## config.mk

```make
export PLATFORM = sky130hd
export DESIGN_NAME = clk_cfg_sched
export DESIGN_NICKNAME = d
export VERILOG_FILES = /design/src/rtl/clk_cfg_sched.sv
export SDC_FILE = /design/constraint.sdc
export NUM_CORES = 1
export LEC_CHECK = 0
export ABC_CLOCK_PERIOD_IN_PS = 2300
export BUFFER_PORTS_ARGS = -buffer_cell sky130_fd_sc_hd__buf_4
export CAP_MARGIN = 20
export CORE_ASPECT_RATIO = 1.25
export CORE_UTILIZATION = 38
export CTS_CLUSTER_SIZE = 16
export DETAILED_ROUTE_END_ITERATION = 7
export PLACE_DENSITY_LB_ADDON = 0.3
export SLEW_MARGIN = 20
export SYNTH_ARGS = -nofsm -noshare
export SYNTH_HDL_FRONTEND = slang
export SYNTH_SLANG_ARGS = --single-unit
```

## constraint.sdc

```tcl
create_clock -name clk -period 2.3 [get_ports clk]
set_clock_uncertainty 0.2 [all_clocks]
set_input_delay 0.23 -clock clk [delete_from_list [all_inputs] [get_ports clk]]
set_output_delay 0.23 -clock clk [all_outputs]
set_load 0.02 [all_outputs]
```

## src/rtl/clk_cfg_sched.sv

```systemverilog
// clk_cfg_sched: round-robin scheduler that turns per-requester prescaler
// reconfiguration requests into single 16-bit writes on the clock generator's
// register port, then holds a settle window before acknowledging.
// Optional readback check is compiled in with CLK_CFG_READBACK_EN.
module clk_cfg_sched #(
  parameter int NUM_REQ       = 4,
  parameter int SETTLE_CYCLES = 16,
  parameter int NUM_PRESCALER = 6
) (
  input  logic                    clk,
  input  logic                    rst_n,
  input  logic [NUM_REQ-1:0]      req,
  input  logic [NUM_REQ*3-1:0]    req_sel,
  input  logic [NUM_REQ*16-1:0]   req_value,
  output logic [NUM_REQ-1:0]      ack,
  output logic [NUM_REQ-1:0]      err,
  output logic                    busy,
  output logic [31:0]             cfg_addr,
  output logic [3:0]              cfg_wmask,
  output logic [3:0]              cfg_rmask,
  output logic [31:0]             cfg_wdata,
  input  logic [31:0]             cfg_rdata
);

  localparam int PW = (NUM_REQ <= 2) ? 1 : $clog2(NUM_REQ);
  localparam int CW = (SETTLE_CYCLES < 2) ? 1 : $clog2(SETTLE_CYCLES + 1);

  typedef enum logic [2:0] {IDLE, WRITE, READ, CHECK, SETTLE, DONE} state_t;

  state_t        state;
  logic [PW-1:0] ptr;
  logic [PW-1:0] gnt;
  logic [2:0]    sel_q;
  logic [15:0]   val_q;
  logic [CW-1:0] cnt;
  logic          err_pending;

  logic          pick_found;
  logic [PW-1:0] pick_idx;
  logic [2:0]    pick_sel;
  logic [15:0]   pick_val;
  logic [PW-1:0] ptr_next;

  // Read data is only inspected in the readback build, and only its low half.
  wire unused_rdata = ^cfg_rdata;

  assign busy = (state != IDLE);

  // Round-robin pick: scan from the highest offset down so the requester
  // closest to ptr (offset 0) wins.
  always_comb begin : rr_pick
    logic [PW:0] s;
    pick_found = 1'b0;
    pick_idx   = '0;
    s          = '0;
    for (int i = NUM_REQ - 1; i >= 0; i--) begin
      s = {1'b0, ptr} + (PW+1)'(i);
      if (s >= (PW+1)'(NUM_REQ)) s = s - (PW+1)'(NUM_REQ);
      if (req[s[PW-1:0]]) begin
        pick_found = 1'b1;
        pick_idx   = s[PW-1:0];
      end
    end
    pick_sel = req_sel[pick_idx*3 +: 3];
    pick_val = req_value[pick_idx*16 +: 16];
    ptr_next = (pick_idx == PW'(NUM_REQ - 1)) ? '0 : pick_idx + 1'b1;
  end

  // Main FSM with registered bus and handshake outputs.
  always_ff @(posedge clk or negedge rst_n) begin
    if (!rst_n) begin
      state       <= IDLE;
      ptr         <= '0;
      gnt         <= '0;
      sel_q       <= '0;
      val_q       <= '0;
      cnt         <= '0;
      err_pending <= 1'b0;
      ack         <= '0;
      err         <= '0;
      cfg_addr    <= '0;
      cfg_wmask   <= '0;
      cfg_rmask   <= '0;
      cfg_wdata   <= '0;
    end else begin
      case (state)
        IDLE: begin
          if (pick_found) begin
            gnt   <= pick_idx;
            sel_q <= pick_sel;
            val_q <= pick_val;
            ptr   <= ptr_next;
            if (int'(pick_sel) >= NUM_PRESCALER) begin
              // Unmapped prescaler index: fail without touching the bus.
              err_pending <= 1'b1;
              ack         <= NUM_REQ'(1) << pick_idx;
              err         <= NUM_REQ'(1) << pick_idx;
              state       <= DONE;
            end else begin
              err_pending <= 1'b0;
              cfg_addr    <= {27'd0, pick_sel, 2'b00};
              cfg_wmask   <= 4'b0011;
              cfg_wdata   <= {16'h0000, pick_val};
              state       <= WRITE;
            end
          end
        end
        WRITE: begin
          cfg_wmask <= '0;
          cfg_wdata <= '0;
`ifdef CLK_CFG_READBACK_EN
          cfg_rmask <= 4'b0011;
          state     <= READ;
`else
          cfg_addr  <= '0;
          cnt       <= CW'(SETTLE_CYCLES);
          state     <= SETTLE;
`endif
        end
`ifdef CLK_CFG_READBACK_EN
        READ: begin
          cfg_rmask <= '0;
          cfg_addr  <= '0;
          state     <= CHECK;
        end
        CHECK: begin
          // Slave returns registered data one cycle after the read strobe.
          err_pending <= err_pending | (cfg_rdata[15:0] != val_q);
          cnt         <= CW'(SETTLE_CYCLES);
          state       <= SETTLE;
        end
`endif
        SETTLE: begin
          if (cnt == '0) begin
            ack   <= NUM_REQ'(1) << gnt;
            err   <= err_pending ? (NUM_REQ'(1) << gnt) : '0;
            state <= DONE;
          end else begin
            cnt <= cnt - 1'b1;
          end
        end
        DONE: begin
          ack         <= '0;
          err         <= '0;
          err_pending <= 1'b0;
          state       <= IDLE;
        end
        default: state <= IDLE;
      endcase
    end
  end

endmodule

```

==> qor.yml <==
grt:
  track_usage: 0.1760
  antenna_found_initial: 0
  gr-total-overflow: 0
  grt_max_degree: 41
  grt_first_pass_wirelength_um: 10910
  grt_pass1_vias: 2464
min_path:
  hold_path.class: "in2reg"
  min_from: "req_value[31]"
  hold_depth: 4
  hold_path_end: "cfg_wdata[15]"
cts:
  cts.sinks: 40
  clk-insertion-delay-late_ns: 0.29
  htree_levels: 2
  path_clk_slew_ns: 0.08
  cts_tree: "done"
  cts.path.max_buffers: 2
  cts_buffers: 5
  cts-root-buf: "clkbuf_8"
timing:
  grt_setup_unrepaired: "true"
  setup_violations: 10
  tns_ns: -0.3339
  fin_crit_sh: 1.018
  max-slew-margin-rel: 0.6632
  fin_ws_ns: -0.04185
  worstMarginPinSlew_ns: 0.5053
  finalCriticalPeriod_ns: 2.342
  fmax_ghz: 0.4270
  final_max_slew_viol_count: 0
  hold_viol_final: 0
placed_design:
  dp_hpwl_um: 5298
  routabilityCongestion: 0.7895
  placed_cells: 520
  placed_area_um2: 3839
  port-buffer-count: 111
detailed_routing:
  wl_per_cell_um: 12.67
  vias: 2540
  via_per_inst: 4.748
  antenna_left: 0
  drt_iter0_markers: 104
  firstDrtPassIters: 4
  drc: 0
  routed_wl_um: 6776
synthesis:
  netlist_area_um2: 2909
  ys_seq_area_frac: 0.3441
  synth_cells: 307
  synthFlopType: "dfrtp_1"
  ys_ff_latch: 40
  synth_edf_count: 0
  synth_warnings: 4
  synth.avg_cell_area_um2: 9.476
  ys_async_sr_fraction: 1.000
  synth.distinct_cells: 33
critical_path:
  cp.arrival_ns: 2.33
  criticalPathCategory: "reg2reg"
  r2r_slack_ns: -0.04
  start_kind: "flip-flop"
  reg2reg_to: "err[2]"
  worst-path-max-fanout: 8
  reg2reg_from: "ptr[0]"
  worstSetupEndpointType: "flip-flop"
  rr_worst_depth: 8
  required_ns: 2.28
floorplanning:
  rows: 35
  dieArea_um2: 8011
  initial_core_util: 0.3931
  die_x_um: 80.26
  io_pins: 195
  coreArea_um2: 7401
  dieHeight_um: 99.82
power_and_ir_drop:
  ir_drop_uv: 581.7
  power.density_nw_per_um2: 1263
  leakage_uw: 0.002178
  power_uw: 5222
status:
  violations: "negative setup slack"
  status: "finished, violations left"
cells_and_area:
  post-route-cell-area_um2: 4136
  area_growth_pct: 42.19
  final_layout_size_suffix_gt1_frac: 0.3995
  antenna_cells: 0
  stdcell_count: 535
  fin_nets: 567
run:
  drv_cap: 0
[critical path: stages, from the launching register on]
cell and delay [ns]:
dfrtp_1 0.39, nor2b_2 0.06, a21o_1 0.18, a211oi_4 0.33, inv_2 0.10, nand3_2 0.10
nand4_4 0.13, a211o_4 0.42, mux2_4 0.32
[where the power goes]
part / leakage (µW) / switching, µW / internal [µW]
Sequential: 0.000511 / 212 / 993
Combinational: 0.00159 / 1640 / 1580
Clock: 0.0000784 / 248 / 543
Total: 0.00218 / 2100 / 3120
[layout by cell type (no fill, tap or decap), types with 2 or more instances in the layout]
cell type	instances
a211oi_4	2
a21o_1	3
a21oi_1	2
a21oi_2	2
a22o_1	3
a32o_1	21
buf_4	136
buf_6	5
bufinv_16	3
clkbuf_8	5
conb_1	51
dfrtp_1	40
ha_1	11
inv_1	11
inv_2	2
mux2_4	8
mux2i_1	34
nand2_1	46
nand2b_1	3
nand3_1	9
nand3_2	4
nor2_1	5
nor2b_1	2
nor3_1	2
o21ai_0	11
o21ai_1	3
xnor2_1	3
[how the worst max path moves through the flow]
stage	start	endpoint	slack [ns]	depth (start not counted)
final	ptr[0]	err[2]	-0.04	8
after global routing	ptr[1]	cfg_wdata[4]	-0.13	9
after CTS	ptr[1]	err[2]	0.0008	7
after detailed placement	req[2]	cfg_wdata[4]	-0.23	10
after global placement	req[2]	cfg_wdata[3]	-0.20	10
after floorplan	ptr[1]	ack[0]	0.004	8
[metrics by stage]
step	worst slack (ns)	util	hold slack [ns]
floorplan	0.003703	-	-0.2656
global placement	-0.2031	0.5187	0.03677
detailed placement	-0.2307	0.5187	0.03941
CTS	0.0007734	0.5528	0.1007
global route	-0.1285	0.5589	0.1062
finish	-0.04185	0.5589	0.1068
[metal layers]
metal	global-route usage	part of all wire	vias to the layer above
met5	0	0	-
met1	0.1913	0.36	1196
met4	0.05495	0.017	0
met2	0.3268	0.56	95
li1	-	-	1236
met3	0.04727	0.060	13
[kinds of logic (layout without fill, tap and decap cells)]
kind of cell,count (synthesis),after routing,synth area share
xor gates and xnor gates,3,3,0.009034
AOI/OAI and AO/OA,53,53,0.1484
DFF,40,40,0.3441
adders and majority gates,11,11,0.04731
and+or+nand+nor,79,79,0.1213
other,1,51,0.001289
buffers and inverters,78,164,0.1703
muxes,42,42,0.1583
[synthesized netlist by cell type, types with 2 or more instances]
| cell | n | area (µm²) |
|---|---|---|
| a211o_1 | 2 | 17.52 |
| a211oi_2 | 2 | 25.02 |
| a21o_1 | 3 | 22.52 |
| a21oi_1 | 4 | 20.02 |
| a22o_1 | 3 | 26.28 |
| a32o_1 | 21 | 210.2 |
| buf_2 | 3 | 15.01 |
| buf_4 | 53 | 397.9 |
| clkbuf_1 | 9 | 33.78 |
| dfrtp_1 | 40 | 1001 |
| ha_1 | 11 | 137.6 |
| inv_1 | 11 | 41.29 |
| inv_2 | 2 | 7.510 |
| mux2_4 | 8 | 120.1 |
| mux2i_1 | 34 | 340.3 |
| nand2_1 | 47 | 176.4 |
| nand2b_1 | 4 | 25.02 |
| nand3_1 | 13 | 65.06 |
| nor2_1 | 5 | 18.77 |
| nor2b_1 | 3 | 18.77 |
| nor3_1 | 2 | 10.01 |
| o21ai_0 | 14 | 70.07 |
| xnor2_1 | 3 | 26.28 |
[sequential cells by signal, indices dropped and copies added, names as in the netlist]
signal       cells
cfg_addr         3
ptr              2
ack              4
err_pending      1
err              4
state            2
cfg_wdata       16
gnt              2
cfg_wmask        1
cnt              5
[timing repair]
| item | CTS | global route |
|---|---|---|
| gates cloned | 0 | 1 |
| pin swaps | 6 | 1 |
| hold buffers | 1 | 0 |
| resized for setup | 13 | 12 |
| hold endpoints to repair | 40 | 0 |
| setup endpoints to repair | 28 | 28 |
| buffers inserted | 5 | 0 |
[final cells by class]
type | instances | area (µm²)
Tap cell | 92 | 115.1
Fill cell | 664 | 3264
Multi-Input combinational cell | 239 | 1705
Clock buffer | 5 | 68.82
Timing Repair Buffer | 143 | 1107
Clock inverter | 3 | 90.09
Inverter | 13 | 48.80
Sequential cell | 40 | 1001
No activity file was read; power rests on OpenSTA's default activity.
